$ cat src/rtl/serial_subtractor_if.sv
// +----------------------------------------------------------------------+
// | serial_subtractor_if: request/result bundle for serial_subtractor    |
// | Rev 1.0                                                              |
// +----------------------------------------------------------------------+
`default_nettype none

interface serial_subtractor_if #(
  parameter int WIDTH = 8
);
  logic             start;
  logic [WIDTH-1:0] a;
  logic [WIDTH-1:0] b;
  logic             bin;
  logic             busy;
  logic             done;
  logic [WIDTH-1:0] diff;
  logic             bout;

  modport master (
    output start, a, b, bin,
    input  busy, done, diff, bout
  );

  modport slave (
    input  start, a, b, bin,
    output busy, done, diff, bout
  );
endinterface

`default_nettype wire

$ cat src/rtl/serial_subtractor.sv
// +----------------------------------------------------------------------+
// | serial_subtractor: bit-serial a - b - bin, LSB first, one bit/cycle  |
// | Rev 1.0                                                              |
// +----------------------------------------------------------------------+
`default_nettype none

module serial_subtractor #(
  parameter int WIDTH = 8
) (
  input wire logic      clk,
  input wire logic      rst,
  serial_subtractor_if.slave bus
);

  localparam int             CW     = $clog2(WIDTH + 1);
  localparam logic [1:0]     S_IDLE = 2'd0;
  localparam logic [1:0]     S_RUN  = 2'd1;
  localparam logic [1:0]     S_DONE = 2'd2;
  localparam logic [CW-1:0]  C_LAST = CW'(WIDTH - 1);
  localparam logic [CW-1:0]  C_ONE  = CW'(1);

  logic [1:0]       r_state;
  logic [1:0]       w_next;
  logic [WIDTH-1:0] r_a;
  logic [WIDTH-1:0] r_b;
  logic [WIDTH-1:0] r_res;
  logic [WIDTH-1:0] r_diff;
  logic             r_borrow;
  logic             r_bout;
  logic [CW-1:0]    r_cnt;

  logic             w_x;
  logic             w_y;
  logic             w_d;
  logic             w_bo;
  logic             w_accept;
  logic             w_last;
  logic [WIDTH-1:0] w_res_next;

  // single full-subtractor cell fed from the LSBs of the operand shifters
  assign w_x        = r_a[0];
  assign w_y        = r_b[0];
  assign w_d        = w_x ^ w_y ^ r_borrow;
  assign w_bo       = (~w_x & w_y) | (~w_x & r_borrow) | (w_y & r_borrow);
  assign w_res_next = {w_d, r_res[WIDTH-1:1]};

  assign w_accept = bus.start && ((r_state == S_IDLE) || (r_state == S_DONE));
  assign w_last   = (r_state == S_RUN) && (r_cnt == C_LAST);

  always_ff @(posedge clk or posedge rst) begin
    if (rst) begin
      r_state <= S_IDLE;
    end else begin
      r_state <= w_next;
    end
  end

  always_comb begin
    w_next = r_state;
    case (r_state)
      S_IDLE:  if (bus.start) w_next = S_RUN;
      S_RUN:   if (w_last)    w_next = S_DONE;
      S_DONE:  w_next = bus.start ? S_RUN : S_IDLE;
      default: w_next = S_IDLE;
    endcase
  end

  always_comb begin
    bus.busy = 1'b0;
    bus.done = 1'b0;
    case (r_state)
      S_RUN:   bus.busy = 1'b1;
      S_DONE:  bus.done = 1'b1;
      default: ;
    endcase
  end

  always_ff @(posedge clk or posedge rst) begin
    if (rst) begin
      r_a      <= '0;
      r_b      <= '0;
      r_res    <= '0;
      r_borrow <= 1'b0;
      r_cnt    <= '0;
      r_diff   <= '0;
      r_bout   <= 1'b0;
    end else if (w_accept) begin
      r_a      <= bus.a;
      r_b      <= bus.b;
      r_res    <= '0;
      r_borrow <= bus.bin;
      r_cnt    <= '0;
    end else if (r_state == S_RUN) begin
      r_a      <= r_a >> 1;
      r_b      <= r_b >> 1;
      r_res    <= w_res_next;
      r_borrow <= w_bo;
      r_cnt    <= r_cnt + C_ONE;
      // result registers only move on completion so they hold across IDLE/RUN
      if (w_last) begin
        r_diff <= w_res_next;
        r_bout <= w_bo;
      end
    end
  end

  assign bus.diff = r_diff;
  assign bus.bout = r_bout;

endmodule

`default_nettype wire

$ cat src/flat_wrapper.sv
// flat-port wrapper written by rule: the top's interface ports become plain ports
module serial_subtractor_flat 
#(
  parameter int WIDTH = 8
)
  (clk, rst, bus_start, bus_a, bus_b, bus_bin, bus_busy, bus_done, bus_diff, bus_bout);
  serial_subtractor_if #(.WIDTH(WIDTH)) bus_i ();
  input wire logic clk;
  input wire logic rst;
  input wire logic [$bits(bus_i.start)-1:0] bus_start;
  input wire logic [$bits(bus_i.a)-1:0] bus_a;
  input wire logic [$bits(bus_i.b)-1:0] bus_b;
  input wire logic [$bits(bus_i.bin)-1:0] bus_bin;
  output wire logic [$bits(bus_i.busy)-1:0] bus_busy;
  output wire logic [$bits(bus_i.done)-1:0] bus_done;
  output wire logic [$bits(bus_i.diff)-1:0] bus_diff;
  output wire logic [$bits(bus_i.bout)-1:0] bus_bout;
  assign bus_i.start = bus_start;
  assign bus_i.a = bus_a;
  assign bus_i.b = bus_b;
  assign bus_i.bin = bus_bin;
  assign bus_busy = bus_i.busy;
  assign bus_done = bus_i.done;
  assign bus_diff = bus_i.diff;
  assign bus_bout = bus_i.bout;
  serial_subtractor #(.WIDTH(WIDTH)) u_core (.clk(clk), .rst(rst), .bus(bus_i));
endmodule
$ cat config.mk
export PLATFORM = sky130hd
export DESIGN_NAME = serial_subtractor_flat
export DESIGN_NICKNAME = d
export VERILOG_FILES = /design/src/rtl/serial_subtractor_if.sv /design/src/rtl/serial_subtractor.sv /design/src/flat_wrapper.sv
export SDC_FILE = /design/constraint.sdc
export NUM_CORES = 1
export LEC_CHECK = 0
export BUFFER_PORTS_ARGS = -buffer_cell sky130_fd_sc_hd__buf_4
export CAP_MARGIN = 15
export CORE_UTILIZATION = 40
export CTS_CLUSTER_DIAMETER = 50
export DETAILED_ROUTE_END_ITERATION = 7
export PLACE_DENSITY = 0.69
export SLEW_MARGIN = 20
export SYNTH_ARGS = -nofsm -noshare
export SYNTH_HDL_FRONTEND = slang
export SYNTH_SLANG_ARGS = --single-unit
export TNS_END_PERCENT = 30
$ cat constraint.sdc
create_clock -name clk -period 2.01 [get_ports clk]
set_input_delay 0.201 -clock clk [delete_from_list [all_inputs] [get_ports clk]]
set_output_delay 0.201 -clock clk [all_outputs]
set_load 0.02 [all_outputs]
==> impl_metrics.json, run 1 <==
{
  "status": "complete, no violations",
  "dp_slack_ns": 0.340,
  "leakage_nw": 0.974,
  "mostFrequentLayoutCells": "dfrtp_1 (39), buf_4 (35), nand2_1 (18)",
  "ys_ff_latch": 39,
  "rsz0062_at_grt": "false",
  "power_frac_comb_pct": 40.2,
  "worstSetupPathType": "register to output port",
  "synth.distinct_cells": 27,
  "post-route-min-period_ns": 1.80,
  "layout_setup_ws_ns": 0.211,
  "dieArea_sq_um": 4290,
  "ys_seq_area_share_pct": 60.6,
  "final_common_cell": "dfrtp_1",
  "whs_ns": 0.0264,
  "syn_to_final_growth_pct": 21.8,
  "vdd_drop_max_mv": 0.824,
  "clkTransAtPathRegs_ns": 0.07,
  "dr.pass1.iters": 4,
  "antenna_found_initial": 0,
  "hold_path.class": "input pin to async pin",
  "fmax_ghz": 0.556,
  "synth.avg_cell_area_sq_um": 12.0,
  "coreArea_sq_um": 3770,
  "clock-sinks": 39,
  "timing.final.crit_share_pct": 89.5,
  "fin_nets": 190,
  "cp.buffers_inverters": 3,
  "synth.net_count": 156,
  "finalInstanceArea_sq_um": 1960,
  "wl_per_cell_um": 15.3,
  "diodes": 0,
  "synth_xor_area_share_pct": 0.543,
  "drt-total-wl_mm": 3.29,
  "synth-simple-area-share_pct": 13.3,
  "netlist_instances": 134,
  "clockPowerShare_pct": 15.5,
  "power_density_nw_per_um2": 1560,
  "placedInstanceArea_sq_um": 1890,
  "vias": 1163,
  "cts_htree_levels": 2,
  "dieWidth_um": 65.5,
  "drv_slew": 0,
  "drive_above_1_share_pct": 30.5,
  "synth_warnings": 0,
  "drt.antenna.violating_nets": 0,
  "synth_compound_area_share_pct": 13.1,
  "crit_path_max_fanout": 16,
  "switching_share_pct": 37.1,
  "finalSetupTns_ns": 0,
  "drc": 0,
  "clk-insertion-delay-late_ns": 0.29,
  "vias_per_cell": 5.41,
  "worstPathRequired_ns": 1.81,
  "grt_first_pass_wirelength_mm": 5.69,
  "synth_mux_area_share_pct": 6.83,
  "critPathCaptureType": "output port",
  "start_kind": "register",
  "die_h_um": 65.5,
  "finClkSkew_ns": 0.00786,
  "slowest_delay_ns": 0.38,
  "p_int_mw": 1.92,
  "grt_pass1_vias": 1260,
  "cts_made_buffers": 5,
  "port_buffers": 30,
  "gp_congestion": 0.788,
  "overflow": 0,
  "path_cells": "nand2b_1, inv_2, buf_4, buf_4",
  "synth_top_family_by_area": "simple AND/OR/NAND/NOR gates",
  "timing.final.hold_violations": 0,
  "seqPwrFrac_pct": 44.4,
  "postCtsHoldBufs": 0,
  "postCtsResizedCells": 0,
  "cp_slowest_cell": "dfrtp_1",
  "slew_headroom_pct": 53.3,
  "drt_iter0_markers": 62,
  "clock_path_buffers": 2,
  "max_cap_violations": 0,
  "grt_usage_pct": 18.1,
  "grt_start_max_net_pins": 40,
  "critPathTopFamily": "buffers and inverters",
  "initial_core_util_pct": 42.7,
  "rows": 22,
  "cts-root-buf": "clkbuf_8",
  "worst_pin_slew_ns": 0.701,
  "power.net_switching_mw": 1.14,
  "ioPinCount": 31,
  "cts_tree": "built",
  "synth.cell_area_sq_um": 1610,
  "cts_setup_buffers": 0,
  "critPathMostFrequentCell": "buf_4",
  "final-setup-viol-count": 0,
  "synth_fa_ha_area_share_pct": 2.02,
  "dp_hpwl_mm": 2.26,
  "cp_data_arrival_time_ns": 1.60
}
## worst paths after layout
| check | from | end | slack [ns] | depth (start not counted) |
|---|---|---|---|---|
| worst min-delay path | rst | u_core.r_state[0] | 0.03 | 3 |
| min in group clk | bus_b[7] | u_core.r_b[7] | 0.14 | 2 |
| worst max-delay path | u_core.r_state[1] | bus_busy | 0.21 | 4 |
| worst min register to register | u_core.r_a[4] | u_core.r_a[3] | 0.50 | 2 |
| worst max register to register | u_core.r_cnt[0] | u_core.bus.diff[1] | 0.38 | 4 |
| max in group asynchronous | rst | u_core.bus.diff[2] | 1.65 | 3 |
## synthesized netlist by cell type
master	n	area (sq um)
buf_2	5	25.0
inv_1	3	11.3
nand4_1	1	6.26
inv_2	1	3.75
nand2b_1	2	12.5
a31oi_1	1	6.26
fa_1	1	20.0
nor3_4	1	16.3
and2b_1	2	15.0
nor3_1	1	5.00
nand3b_1	1	7.51
mux2_2	8	90.1
nor2_1	2	7.51
o2bb2ai_1	1	8.76
nand3_1	14	70.1
mux2i_1	2	20.0
a22o_1	9	78.8
dfrtp_1	39	976
buf_6	1	11.3
a22oi_1	13	97.6
o21ai_0	2	10.0
a221o_1	1	10.0
ha_1	1	12.5
xor2_1	1	8.76
nor2_2	1	6.26
nand2_1	18	67.6
clkbuf_1	2	7.51
## cells by family after synthesis
logic type / count (synthesis)
AOI/OAI and AO/OA: 27
adders and majority gates: 2
buffers and inverters: 12
xor gates and xnor gates: 1
muxes: 10
DFF: 39
and+or+nand+nor: 43
## final cells by class
class / instances / area (sq um)
sequential: 39 / 976
clock buffer: 6 / 72.6
inverter: 4 / 15.0
multi-input combinational: 83 / 577
fill: 344 / 1810
timing repair buffer: 35 / 263
tap: 48 / 60.1
## registers in the layout, summed over array words and instances (netlist names)
signal / count
u_core.r_res: 7
u_core.r_state: 2
u_core.r_b: 8
u_core.bus.diff: 8
u_core.r_borrow: 1
u_core.r_cnt: 4
u_core.r_a: 8
u_core.bus.bout: 1
## through the flow
stage | std cells | util (%) | total power [mW]
detailed placement | 209 | 50.1 | 2.61
finish | 215 | 52.1 | 3.06
global route | 215 | 52.1 | 3.30
CTS | 215 | 52.1 | 3.10
floorplan | 134 | - | 2.19
global placement | 209 | 50.1 | 2.55
## metal layers
metal | track usage [%] | wire length (um)
met1 | 21.3 | 1490
met2 | 30.8 | 1600
met3 | 5.73 | 151
met4 | 6.52 | 51
met5 | 0 | 0
## worst reg2reg max path, stage by stage, from the launching register on
cell	delay, ns
dfrtp_1	0.41
ha_1	0.19
nand2_1	0.10
nor3_4	0.42
mux2_2	0.40
## power groups by stage
stage,combinational [mW],clock (mW),sequential [mW]
2_1_floorplan,0.781,0,1.41
3_3_place_gp,1.20,0,1.35
3_5_place_dp,1.25,0,1.36
4_1_cts,1.25,0.493,1.36
6_report,1.23,0.473,1.36
5_1_grt,1.37,0.528,1.40
Power figures use the tool's default switching activity.
==> run 2, diff against run 1 <==
--- a/config.mk
+++ b/config.mk
@@ -11,2 +11,3 @@
 export CTS_CLUSTER_DIAMETER = 50
+export CTS_CLUSTER_SIZE = 12
 export DETAILED_ROUTE_END_ITERATION = 7
--- a/constraint.sdc
+++ b/constraint.sdc
@@ -3,2 +3,2 @@
 set_output_delay 0.201 -clock clk [all_outputs]
-set_load 0.02 [all_outputs]
+set_load 0.05 [all_outputs]
==> impl_metrics.json, run 2 (synthesis gave the netlist of run 1 again) <==
{
  "status": "complete, no violations",
  "grt_first_pass_wirelength_mm": 5.71,
  "drt.antenna.violating_nets": 0,
  "power_mw": 3.37,
  "finalSetupTns_ns": 0,
  "n_fill_cell": 343,
  "overflow": 0,
  "final_common_cell": "dfrtp_1",
  "fmax_ghz": 0.577,
  "crit_path_max_fanout": 16,
  "cts-root-buf": "clkbuf_8",
  "regToRegEndpoint": "u_core.r_a[0]",
  "clk-insertion-delay-late_ns": 0.29,
  "fin_nets": 189,
  "clkTransAtPathRegs_ns": 0.07,
  "worstPathRequired_ns": 1.81,
  "timing.final.crit_share_pct": 86.2,
  "diodes": 0,
  "gp_congestion": 0.753,
  "port_buffers": 30,
  "crit_path_end": "bus_busy",
  "r2r_cells": 5,
  "cts_htree_levels": 2,
  "dieWidth_um": 65.5,
  "r2r-start": "u_core.r_state[1]",
  "worst_pin_slew_ns": 0.634,
  "drc": 0,
  "power_density_nw_per_um2": 1700,
  "slew_headroom_pct": 57.7,
  "final-setup-viol-count": 0,
  "antenna_found_initial": 0,
  "hold_path.class": "input pin to async pin",
  "start_kind": "register",
  "drive_above_1_share_pct": 31.0,
  "wl_per_cell_um": 15.4,
  "drt-total-wl_mm": 3.33,
  "cts_made_buffers": 5,
  "coreArea_sq_um": 3770,
  "postCtsHoldBufs": 0,
  "cts_tree": "built",
  "syn_to_final_growth_pct": 23.1,
  "finClkSkew_ns": 0.00375,
  "clock-sinks": 39,
  "grt_usage_pct": 18.1,
  "drt_iter0_markers": 78,
  "r2r_setup_slack_ns": 0.32,
  "drv_slew": 0,
  "timing.final.hold_violations": 0,
  "vias": 1174,
  "cp_data_arrival_time_ns": 1.53,
  "max_cap_violations": 0,
  "grt_start_max_net_pins": 40,
  "leakage_nw": 0.983,
  "grt_pass1_vias": 1235,
  "critPathCaptureType": "output port",
  "die_h_um": 65.5,
  "rsz0062_at_grt": "false",
  "postCtsResizedCells": 0,
  "worstSetupPathType": "register to output port",
  "cts_setup_buffers": 0,
  "post-route-min-period_ns": 1.73,
  "post-route-util_pct": 52.6,
  "dr.pass1.iters": 4,
  "dieArea_sq_um": 4290,
  "initial_core_util_pct": 42.7,
  "mostFrequentLayoutCells": "dfrtp_1 (39), buf_4 (34), nand2_1 (18)",
  "vias_per_cell": 5.44,
  "clock_path_buffers": 2,
  "vdd_drop_max_mv": 0.928,
  "dp_hpwl_mm": 2.34,
  "cp-startpoint": "u_core.r_state[1]",
  "ioPinCount": 31,
  "rows": 22
}
## run 2: cell types whose count changed in the layout (fill, tap and decap cells not counted)
cell	previous run	this run
buf_4	35	34
clkbuf_8	5	7
## run 2: worst max-delay path, cell delays in order, from the launching register on
cell and delay [ns]:
dfrtp_1 0.38, nand2b_1 0.29, inv_2 0.31, buf_4 0.26
## run 2: layout make-up
type                       count  area [sq um]  share of cell area [%]
clock buffer                   8           100                    5.05
inverter                       4          15.0                   0.757
multi-input combinational     83           577                    29.1
sequential                    39           976                    49.2
tap                           48          60.1                    3.03
timing repair buffer          34           255                    12.9
## run 2: layer usage
layer	global-route usage [%]	up-vias	part of all wire [%]
met2	29.6	34	49
li1	-	538	-
met5	0	-	0
met1	21.6	596	43
met4	8.70	0	1.3
met3	5.73	6	6.0
## run 2: worst min path at each step
| stage | from | end | slack [ns] |
|---|---|---|---|
| 2_1_floorplan | bus_a[7] | u_core.r_a[7] | 0.34 |
| 3_3_place_gp | rst | u_core.r_a[7] | 0.34 |
| 3_5_place_dp | rst | u_core.bus.diff[1] | 0.35 |
| 4_1_cts | rst | u_core.r_a[4] | 0.04 |
| 5_1_grt | rst | u_core.bus.diff[1] | 0.07 |
| 6_report | rst | u_core.r_cnt[3] | 0.03 |
## run 2: power by group
part | switching, mW | internal [mW]
logic | 0.884 | 0.551
clock network | 0.256 | 0.313
registers | 0.230 | 1.13
total | 1.37 | 2.00
## run 2: per-stage QoR
| step | worst slack (ns) | std cells | hold WS (ns) | area (sq um) |
|---|---|---|---|---|
| floorplan | 0.533 | 134 | 0.341 | 1610 |
| detailed placement | 0.305 | 208 | 0.355 | 1880 |
| global placement | 0.366 | 208 | 0.342 | 1880 |
| finish | 0.277 | 216 | 0.0270 | 1980 |
| CTS | 0.256 | 216 | 0.0360 | 1980 |
| global route | 0.156 | 216 | 0.0723 | 1980 |
